<file path="src/rtl/p405s_icu_pkg.sv">
// Shared definitions for the ICU line-fill path.
//   - fill sequencer state encoding
//   - default line geometry (words per line, word-index width)
//   - byte-parity helper used by the optional beat parity check
package p405s_icu_pkg;

    localparam int LINE_WORDS_DEF = 8;
    localparam int IDX_W_DEF      = 3;

    typedef enum logic [1:0] {
        IDLE = 2'b00,
        FILL = 2'b01,
        DONE = 2'b10
    } fill_state_e;

    // Even parity per byte: each bit makes its byte plus itself even.
    // Byte 0 is bits [0:7] (most significant byte).
    function automatic logic [0:3] byte_par(input logic [0:31] d);
        logic [0:3] p;
        for (int k = 0; k < 4; k++) p[k] = ^d[8*k +: 8];
        return p;
    endfunction

endpackage

</file>
<file path="src/rtl/p405s_icu_linefill_buf.sv">
// Line buffer for the ICU line-fill sequencer.
//   gclk/grst_n : clock, async active-low reset (valid bits only)
//   clr         : clear every valid bit (new fill accepted)
//   we/widx/wdata, set_vld : write port; set_vld marks the word valid
//   ridx/rdata  : combinational read port
//   vld         : per-word valid vector, bit i = word i
// With ICU_FILL_PARITY_EN the buffer also keeps 4 parity bits per word
// (wpar in, rpar out). Data and parity storage are not reset.
module p405s_icu_linefill_buf
    import p405s_icu_pkg::*;
#(
    parameter int LINE_WORDS = LINE_WORDS_DEF,
    parameter int IDX_W      = IDX_W_DEF
) (
    input  logic                  gclk,
    input  logic                  grst_n,
    input  logic                  clr,
    input  logic                  we,
    input  logic                  set_vld,
    input  logic [0:IDX_W-1]      widx,
    input  logic [0:31]           wdata,
`ifdef ICU_FILL_PARITY_EN
    input  logic [0:3]            wpar,
    output logic [0:3]            rpar,
`endif
    input  logic [0:IDX_W-1]      ridx,
    output logic [0:31]           rdata,
    output logic [0:LINE_WORDS-1] vld
);

    logic [0:31] mem [LINE_WORDS];

    always_ff @(posedge gclk) begin
        if (we) mem[widx] <= wdata;
    end

    assign rdata = mem[ridx];

`ifdef ICU_FILL_PARITY_EN
    logic [0:3] par_mem [LINE_WORDS];

    always_ff @(posedge gclk) begin
        if (we) par_mem[widx] <= wpar;
    end

    assign rpar = par_mem[ridx];
`endif

    // clr and we never coincide: clear happens on accept in IDLE,
    // writes only happen in FILL.
    always_ff @(posedge gclk or negedge grst_n) begin
        if (!grst_n)             vld <= '0;
        else if (clr)            vld <= '0;
        else if (we && set_vld)  vld[widx] <= 1'b1;
    end

endmodule

</file>
<file path="src/rtl/p405s_icu_linefill_seq.sv">
// ICU instruction-cache line-fill sequencer.
// Accepts one miss request, collects wrapped PLB read beats into a line
// buffer and drives the D/E1 pair of the downstream ICU datapath register.
//   CB, RESETN       : clock, async active-low reset
//   REQ_VLD/REQ_ADDR : miss request (word address); REQ_ACK one-cycle accept
//   PLB_RDDACK/PLB_RDDBUS/PLB_RDWDADDR : read beat and its word index
//   RD_REQ/RD_IDX    : forward a buffered word; RD_ACK when serviced
//   FWD_D/FWD_E1     : register data / capture enable
//   WORD_VLD         : per-word valid; FILL_BUSY state != IDLE
//   FILL_DONE        : one-cycle pulse on line complete
//   FILL_ERR         : sticky protocol error, cleared on next accept
// Optional build macro ICU_FILL_PARITY_EN adds PLB_RDDPAR (even byte
// parity) and PAR_ERR (pulse on a beat with bad parity).
module p405s_icu_linefill_seq
    import p405s_icu_pkg::*;
#(
    parameter int LINE_WORDS = LINE_WORDS_DEF,
    parameter int IDX_W      = IDX_W_DEF
) (
    input  logic                  CB,
    input  logic                  RESETN,
    input  logic                  REQ_VLD,
    input  logic [0:29]           REQ_ADDR,
    output logic                  REQ_ACK,
    input  logic                  PLB_RDDACK,
    input  logic [0:31]           PLB_RDDBUS,
    input  logic [0:IDX_W-1]      PLB_RDWDADDR,
`ifdef ICU_FILL_PARITY_EN
    input  logic [0:3]            PLB_RDDPAR,
    output logic                  PAR_ERR,
`endif
    input  logic                  RD_REQ,
    input  logic [0:IDX_W-1]      RD_IDX,
    output logic                  RD_ACK,
    output logic [0:31]           FWD_D,
    output logic                  FWD_E1,
    output logic [0:LINE_WORDS-1] WORD_VLD,
    output logic                  FILL_BUSY,
    output logic                  FILL_DONE,
    output logic                  FILL_ERR
);

    localparam logic [IDX_W:0] LAST_BEAT = (IDX_W+1)'(LINE_WORDS - 1);

    fill_state_e          state;
    logic [0:29-IDX_W]    line_addr;
    logic [0:IDX_W-1]     tgt_idx;
    logic [IDX_W:0]       beat_cnt;
    logic                 err_pend;
    logic [0:31]          rd_data;
    logic                 accept, beat, beat_ok, beat_err, crit, rd_par_ok;

    // Line address is kept for the fill's lifetime; nothing here consumes it.
    logic unused_line_addr;
    assign unused_line_addr = ^line_addr;

    assign accept = (state == IDLE) && REQ_VLD;
    assign beat   = (state == FILL) && PLB_RDDACK;

`ifdef ICU_FILL_PARITY_EN
    logic [0:3] rd_par;
    assign beat_ok   = beat && (byte_par(PLB_RDDBUS) == PLB_RDDPAR);
    assign PAR_ERR   = beat && !beat_ok;
    assign rd_par_ok = (byte_par(rd_data) == rd_par);
`else
    assign beat_ok   = beat;
    assign rd_par_ok = 1'b1;
`endif

    // Duplicate beat, or a first beat that is not the target word.
    assign beat_err = beat && (WORD_VLD[PLB_RDWDADDR] ||
                               (beat_cnt == '0 && PLB_RDWDADDR != tgt_idx));

    // Critical word bypasses the buffer; it outranks any buffered read.
    // A read of a word landing this cycle sees the old (clear) valid bit.
    assign crit      = beat_ok && (PLB_RDWDADDR == tgt_idx);
    assign RD_ACK    = RD_REQ && WORD_VLD[RD_IDX] && rd_par_ok && !crit;
    assign FWD_E1    = crit || RD_ACK;
    assign FWD_D     = crit ? PLB_RDDBUS : (RD_ACK ? rd_data : '0);
    assign FILL_BUSY = (state != IDLE);
    assign FILL_DONE = (state == DONE);

    p405s_icu_linefill_buf #(
        .LINE_WORDS (LINE_WORDS),
        .IDX_W      (IDX_W)
    ) u_buf (
        .gclk    (CB),
        .grst_n  (RESETN),
        .clr     (accept),
        .we      (beat),
        .set_vld (beat_ok),
        .widx    (PLB_RDWDADDR),
        .wdata   (PLB_RDDBUS),
`ifdef ICU_FILL_PARITY_EN
        .wpar    (PLB_RDDPAR),
        .rpar    (rd_par),
`endif
        .ridx    (RD_IDX),
        .rdata   (rd_data),
        .vld     (WORD_VLD)
    );

    always_ff @(posedge CB or negedge RESETN) begin
        if (!RESETN) begin
            state     <= IDLE;
            REQ_ACK   <= 1'b0;
            FILL_ERR  <= 1'b0;
            err_pend  <= 1'b0;
            beat_cnt  <= '0;
            line_addr <= '0;
            tgt_idx   <= '0;
        end else begin
            REQ_ACK <= 1'b0;
            case (state)
                IDLE: begin
                    // A stray beat in IDLE still flags, even alongside a request.
                    if (PLB_RDDACK) FILL_ERR <= 1'b1;
                    if (REQ_VLD) begin
                        REQ_ACK   <= 1'b1;
                        line_addr <= REQ_ADDR[0:29-IDX_W];
                        tgt_idx   <= REQ_ADDR[30-IDX_W:29];
                        FILL_ERR  <= PLB_RDDACK;
                        err_pend  <= 1'b0;
                        beat_cnt  <= '0;
                        state     <= FILL;
                    end
                end
                FILL: begin
                    if (PLB_RDDACK) begin
                        beat_cnt <= beat_cnt + 1'b1;
                        if (beat_err) err_pend <= 1'b1;
                        // Errors are only reported once the line completes.
                        if (beat_cnt == LAST_BEAT) begin
                            state    <= DONE;
                            FILL_ERR <= err_pend || beat_err;
                        end
                    end
                end
                DONE: begin
                    if (PLB_RDDACK) FILL_ERR <= 1'b1;
                    state <= IDLE;
                end
                default: state <= IDLE;
            endcase
        end
    end

endmodule

</file>
<file path="config.mk">
export PLATFORM = sky130hd
export DESIGN_NAME = p405s_icu_linefill_seq
export DESIGN_NICKNAME = d
export VERILOG_FILES = /design/src/rtl/p405s_icu_pkg.sv /design/src/rtl/p405s_icu_linefill_buf.sv /design/src/rtl/p405s_icu_linefill_seq.sv
export SDC_FILE = /design/constraint.sdc
export NUM_CORES = 1
export LEC_CHECK = 0
export ABC_CLOCK_PERIOD_IN_PS = 12800
export BUFFER_PORTS_ARGS = -buffer_cell sky130_fd_sc_hd__buf_4
export CAP_MARGIN = 20
export CELL_PAD_IN_SITES_DETAIL_PLACEMENT = 1
export CELL_PAD_IN_SITES_GLOBAL_PLACEMENT = 1
export CORE_ASPECT_RATIO = 1.25
export CORE_MARGIN = 3
export CORE_UTILIZATION = 57
export CTS_BUF_LIST = sky130_fd_sc_hd__clkbuf_8
export DETAILED_ROUTE_END_ITERATION = 16
export GPL_ROUTABILITY_DRIVEN = 0
export GPL_TIMING_DRIVEN = 0
export HOLD_SLACK_MARGIN = 0.15
export PLACE_DENSITY_LB_ADDON = 0.1
export RECOVER_POWER = 100
export SETUP_SLACK_MARGIN = 0.02
export SLEW_MARGIN = 20
export SYNTH_ARGS = -nofsm -noshare
export SYNTH_HDL_FRONTEND = slang
export SYNTH_SLANG_ARGS = --single-unit
</file>
<file path="constraint.sdc">
create_clock -name CB -period 12.8 [get_ports CB]
set_clock_uncertainty 0.05 [all_clocks]
set_input_delay 0 -clock CB [delete_from_list [all_inputs] [get_ports CB]]
set_output_delay 0 -clock CB [all_outputs]
set_load 0.005 [all_outputs]
</file>
==> flow_summary.ini, run 1 <==
[outcome]
status = complete, but fails checks
violations = capacitance limit, slew limit

[drt]
drt-initial-drc-count = 600
drtAntennaViolNets = 0
vias = 6572
dr.pass1.iters = 5
routedWlPerCell_um = 28.6
wirelength_mm = 31.1
via_per_inst = 6.05
route.detailed.drc = 0

[run]
cap_violations = 2

[clock_network]
ctsRootBufferMaster = clkbuf_8
tritoncts = done
cts_inserted_buffers = 41
cts.htree.levels = 2
cts_buffer_depth = 3
cts_sinks = 276
cts_resized = 0
clk_latency_ns = 0.54
clk_pin_slew_ns = 0.07

[synth]
netlist_area_um2 = 11300
synth-seq-area-share_pct = 72.2
synth-seq-cells = 276
synth_area_per_cell_um2 = 19.5
syn_nets = 659
ys_warn_count = 0
synth_cell_types = 46
syn_inst = 580

[timing]
max_freq_mhz = 225
min_period_over_period_pct = 34.8
rsz0062_at_grt = false
max_slew_margin_pct = -38.1
tns_ns = 0
hold_violations = 0
setup_viol_count_final = 0
finalCriticalPeriod_ns = 4.45
worstMarginPinSlew_ns = 2.06
maxSlewViolCount = 26

[setup_path]
worst-path-max-fanout = 10
cp-end-kind = primary output
reg2reg_depth = 8
cp.arrival_ns = 4.40
r2r_slack_ns = 8.43
crit_required_ns = 12.75
crit_path_start_kind = register
regToRegEndpoint = u_buf.mem[6][19]$_DFFE_PP_
r2r-start = state[1]$_DFFE_PN0P_
crit_type = register to primary output

[cells_and_area]
final_common_cell = edfxtp_1
fin_area_um2 = 13400
syn2layout_area_growth_pct = 18.2
stdcell_count = 1087
fill_cells = 1724
fin_nets = 871
drive_gt1_share_pct = 24.5
diodes = 0
final_cell_mix = edfxtp_1 (256), clkbuf_1 (74), mux4_2 (64)

[power]
switching_share_pct = 26.7
clock_power_share_pct = 33.6
p_int_uw = 1510
power_uw = 2060
p_sw_uw = 549
seq_power_share_pct = 51.3
p_leak_uw = 0.00466
powerDensity_nw_per_um2 = 154
vdd_drop_max_mv = 0.125
combPwrFrac_pct = 15.2

[die]
ioPinCount = 119
dieHeight_um = 164
initial_core_util_pct = 58.2
die_area_um2 = 21600
die-width_um = 132
core_region_area_um2 = 19500
rows = 57

[global_routing]
grt_max_degree = 21
grt_pass1_wl_mm = 46.4
first_global_vias = 7268
antenna_found_initial = 1
track_usage_pct = 29.3
grt-ovfl-total = 0

[placed_design]
place_hpwl_mm = 18.4
placed_area_um2 = 12800
port_buffers = 89
dpl.cell_count = 966

[min_path]
whs_path_depth = 3
holdPathEnd = FWD_E1
min-delay-start = RD_REQ
hold_class = input pin to primary output
## per-layer routing
metal,GRT usage (%),wire length [um],up-vias
met5,0,7,-
met4,9.93,834,2
met3,4.90,1690,69
met2,53.5,17100,274
met1,35.7,11400,3466
li1,-,-,2761
## kinds of logic after synthesis
kind of cell    count (synthesis)  share of synthesized area, %
compound gates                 58                          4.05
xor+xnor                        3                         0.364
fa+ha+maj                       6                         0.662
buf+inv                        39                          2.30
flops                         276                          72.2
mux                           107                          16.6
simple gates                   91                          3.84
## layout make-up
type / instances / area [um2] / area share [%]
Buffer: 28 / 186 / 1.39
Clock buffer: 42 / 578 / 4.31
Clock inverter: 31 / 183 / 1.36
Inverter: 11 / 41.3 / 0.308
Multi-Input combinational cell: 265 / 2750 / 20.5
Sequential cell: 276 / 8190 / 61.1
Tap cell: 265 / 332 / 2.47
Timing Repair Buffer: 169 / 1140 / 8.54
## registers in the layout, indices dropped and copies added (netlist names)
name,count
REQ_ACK,1
tgt_idx,3
u_buf.mem,256
u_buf.vld,8
beat_cnt,4
state,2
err_pend,1
FILL_ERR,1
## stage by stage
stage	setup WS (ns)	hold slack, ns	utilization, %
2_1_floorplan	8.30	-0.346	-
3_3_place_gp	4.96	-0.160	63.4
3_5_place_dp	10.14	-0.151	65.5
4_1_cts	9.64	0.163	71.9
5_1_grt	8.14	0.302	68.8
6_report	8.35	0.296	68.8
## critical path: stages (launching register included)
cell	delay, ns
dfrtp_1	0.40
inv_1	0.11
ha_1	0.28
nand2_1	0.18
nor4_1	1.29
nand4b_1	0.49
clkbuf_1	0.57
o21ai_0	0.31
buf_4	0.21
## cell usage after synthesis (all sizes together)
cell type,count,area share [%]
a2111oi,1,0.077
a211oi,1,0.066
a21oi,6,0.26
a221oi,2,0.21
a22o,2,0.15
a22oi,2,0.22
a2bb2oi,1,0.077
a31o,1,0.077
a31oi,1,0.055
and2,1,0.055
buf,21,1.7
clkbuf,7,0.23
clkinv,1,0.033
dfrtp,20,4.4
edfxtp,256,68
ha,6,0.66
inv,10,0.33
mux2,6,0.60
mux2i,37,3.3
mux4,64,13
nand2,40,1.3
nand2b,3,0.17
nand3,4,0.18
nand4,1,0.055
nand4b,2,0.29
nor2,23,0.76
nor2b,6,0.33
nor3,8,0.35
nor4,2,0.24
o21ai,37,2.6
o22ai,3,0.17
o32a,1,0.088
or2b,1,0.066
xor2,3,0.36
## what timing repair did
action	CTS	global route
hold buffers	48	0
endpoints found under the hold margin	356	0
setup buffers	0	0
## power groups by stage
stage          Clock (uW)  Combinational, uW  Sequential (uW)
2_1_floorplan           0                177             1070
3_3_place_gp            0                274             1070
3_5_place_dp            0                307             1070
4_1_cts               686                333             1050
5_1_grt               742                332             1060
6_report              692                312             1060
## how the worst max path moves through the flow
stage / startpoint / to / slack, ns / cells after the start
final: state[1]$_DFFE_PN0P_ / FWD_D[25] / 8.35 / 8
after global routing: state[1]$_DFFE_PN0P_ / FWD_D[25] / 8.14 / 8
after CTS: state[1]$_DFFE_PN0P_ / FWD_D[10] / 9.64 / 8
after detailed placement: state[1]$_DFFE_PN0P_ / u_buf.mem[6][19]$_DFFE_PP_ / 10.14 / 8
after global placement: state[1]$_DFFE_PN0P_ / u_buf.mem[0][16]$_DFFE_PP_ / 4.96 / 4
after floorplan: state[1]$_DFFE_PN0P_ / u_buf.mem[0][0]$_DFFE_PP_ / 8.30 / 4
Power figures use the tool's default switching activity.
==> run 2, diff against run 1 <==
- ABC_AREA: unset -> 1
- ABC_CLOCK_PERIOD_IN_PS: 12800 -> 4420
- CORE_UTILIZATION: 57 -> 49
- clock period: 12.8 -> 4.42 ns (I/O delays scaled with it)
==> run 2 against run 1 <==
  * The run still ends with capacitance limit, slew limit left
  * Register-to-register slack got worse by 7.5 ns
  * First-iteration DRC count fell by 0.50%
  * Non-clock buffer count rose by 10
  * Core utilization fell by 8.0 points
  * Power rose to 2.9 times the previous value
  * Critical path depth rose by 1
  * Area after synthesis rose by 3.7%
  * Combinational power rose to 3.0 times the previous value
  * Die area rose by 20%
  * Critical path type unchanged
  * Critical endpoint is now FWD_D[30]
==> flow_summary.ini, run 2 <==
[timing]
max_freq_mhz = 284
setup_viol_count_final = 0
finalCriticalPeriod_ns = 3.52
worst_slack_ns = 0.901
rsz0062_at_grt = false
max_slew_margin_pct = -46.7
hold_violations = 0
min_period_over_period_pct = 79.6
worstMarginPinSlew_ns = 2.19
maxSlewViolCount = 136
hold_ws_ns = 0.269

[setup_path]
crit_path_cell_trace = inv_1 -> ha_1 -> nand2_1 -> nor2_1 -> inv_1 -> nand2_1 -> clkbuf_1 -> o21ai_0 -> buf_4
cp.arrival_ns = 3.47
critPathBufInv = 4
cpLargestDelayFamily = buffers and inverters
crit_required_ns = 4.37
crit_type = register to primary output
worst-path-max-fanout = 10
cpPeakStageDelay_ns = 0.53
critPathSlowestCell = nor2_1
crit_path_start_kind = register
cp-end-kind = primary output

[cells_and_area]
top_regs = u_buf.mem x256, u_buf.vld x8, beat_cnt x4
diodes = 0
final_common_cell = nand2_1
final_util_pct = 60.8
stdcell_count = 1556
fin_nets = 1316
largest_reg_flops = 256
final_cell_mix = nand2_1 (333), edfxtp_1 (256), nand3_1 (136)
syn2layout_area_growth_pct = 20.3
drive_gt1_share_pct = 12.9
regMostFlops = u_buf.mem

[clock_network]
clk_pin_slew_ns = 0.06
cts.htree.levels = 2
ctsRootBufferMaster = clkbuf_8
clk_latency_ns = 0.54
cts_sinks = 276
tritoncts = done
cts_inserted_buffers = 44
postCtsSetupBuffers = 0
cts_buffer_depth = 3

[synth]
synth-seq-area-share_pct = 69.6
netlist_area_um2 = 11800
async_flop_share_pct = 7.25
synth_top_area_share_pct = 65.4
synth_commonest_cells = nand2_1 (332), edfxtp_1 (256), nand3_1 (136)
syn_nets = 1120
synth_cell_types = 31
yosysTopAreaCell = edfxtp_1
synth_area_per_cell_um2 = 11.3
synth.area.top_cells = edfxtp_1 (65%), nand2_1 (11%), nand3_1 (5.8%)
ys_warn_count = 0
synth_edf_count = 256
yosysMostFrequentCell = nand2_1
syn_inst = 1041
synthFlopType = edfxtp_1
synth-seq-cells = 276

[placed_design]
dpl.cell_count = 1427
port_buffers = 89
place_hpwl_mm = 21.5
dpl_worst_slack_ns = 1.92

[die]
ioPinCount = 119
dieHeight_um = 179
core_region_area_um2 = 23300
die-width_um = 145
initial_core_util_pct = 50.5
die_area_um2 = 25900
rows = 62

[drt]
dr.pass1.iters = 5
drt-initial-drc-count = 597
drtAntennaViolNets = 0
vias = 8671
via_per_inst = 5.57
routedWlPerCell_um = 22.0
wirelength_mm = 34.3
route.detailed.drc = 0

[min_path]
hold_class = input pin to register

[global_routing]
grt-ovfl-total = 0
grt_pass1_wl_mm = 51.8
antenna_found_initial = 0
first_global_vias = 9165
track_usage_pct = 26.8
grt_max_degree = 22

[power]
seq_power_share_pct = 51.0
clock_power_share_pct = 33.2
p_leak_uw = 0.00537
combPwrFrac_pct = 15.9
power_uw = 5960
p_int_uw = 4360
vdd_drop_max_mv = 0.354
powerDensity_nw_per_um2 = 421
switching_share_pct = 26.9
p_sw_uw = 1600

[outcome]
status = complete, but fails checks
violations = capacitance limit, slew limit

[run]
cap_violations = 8
## run 2: cell types whose count changed after synthesis, sizes merged, moves of 32 or more
cell   before  now
mux4       64    0
nand2      40  333
or2         0   32
mux2i      37    0
a21oi       6   66
nand3       4  136
## run 2: metal layers
layer	vias to the layer above	track usage (%)	part of all wire, %
li1	3991	-	-
met1	4351	33.1	41
met2	254	47.9	52
met3	75	4.24	4.6
met4	0	8.67	2.8
met5	-	0	0
## run 2: area by class of cell
| cell class | count | area [um2] |
|---|---|---|
| plain buffers | 57 | 407 |
| well taps | 288 | 360 |
| inverters | 31 | 121 |
| clock buffers | 45 | 619 |
| multi-input cells | 677 | 3020 |
| fillers | 2463 | 9120 |
| flip-flops and latches | 276 | 8190 |
| clock inverters | 32 | 155 |
| repair buffers | 150 | 1280 |
## run 2: what timing repair did
action,4_1_cts,5_1_grt
hold buffers,52,0
endpoints found under the hold margin,405,0
resized for setup,0,0
## run 2: power by group through the flow
stage,Clock [uW],Sequential [uW],Combinational [uW]
after global placement,0,3090,795
after global routing,2110,3050,1050
after detailed placement,0,3090,855
after CTS,2000,3030,964
after floorplan,0,3070,472
final,1980,3040,946
## run 2: kinds of logic after synthesis
group | synth area share (%)
AND/OR/NAND/NOR | 20.0
flip-flops | 69.6
AO/OA/AOI/OAI | 4.96
buffers and inverters | 4.69
adder cells (fa/ha/maj) | 0.638
XOR/XNOR | 0.0745
## run 2: path summary, 6_finish.rpt
kind                                      start                         to  slack (ns)  cells after the start
min in group asynchronous                RESETN   u_buf.vld[0]$_DFFE_PN0P_        0.71                      3
hold / removal                  PLB_RDWDADDR[2]       err_pend$_DFFE_PN0P_        0.27                     12
setup reg to reg           state[1]$_DFFE_PN0P_  u_buf.mem[2][6]$_DFFE_PP_        0.96                      7
hold reg to reg            err_pend$_DFFE_PN0P_       err_pend$_DFFE_PN0P_        0.45                      2
max in group asynchronous                RESETN     tgt_idx[1]$_DFFE_PN0P_        2.99                      3
setup / recovery           state[1]$_DFFE_PN0P_                  FWD_D[30]        0.90                      9
## run 2: worst register-to-register path: stages, from the launching register on
cell	delay (ns)
dfrtp_1	0.40
inv_1	0.13
ha_1	0.31
nand2_1	0.16
nor2_1	0.12
inv_1	0.11
nor2_1	1.60
buf_16	0.26
## run 2: stage by stage
stage | area (um2) | TNS, ns
3_3_place_gp | 12800 | -0.528
4_1_cts | 14400 | 0
6_report | 14100 | 0
2_1_floorplan | 11800 | 0
3_5_place_dp | 13100 | 0
5_1_grt | 14100 | 0
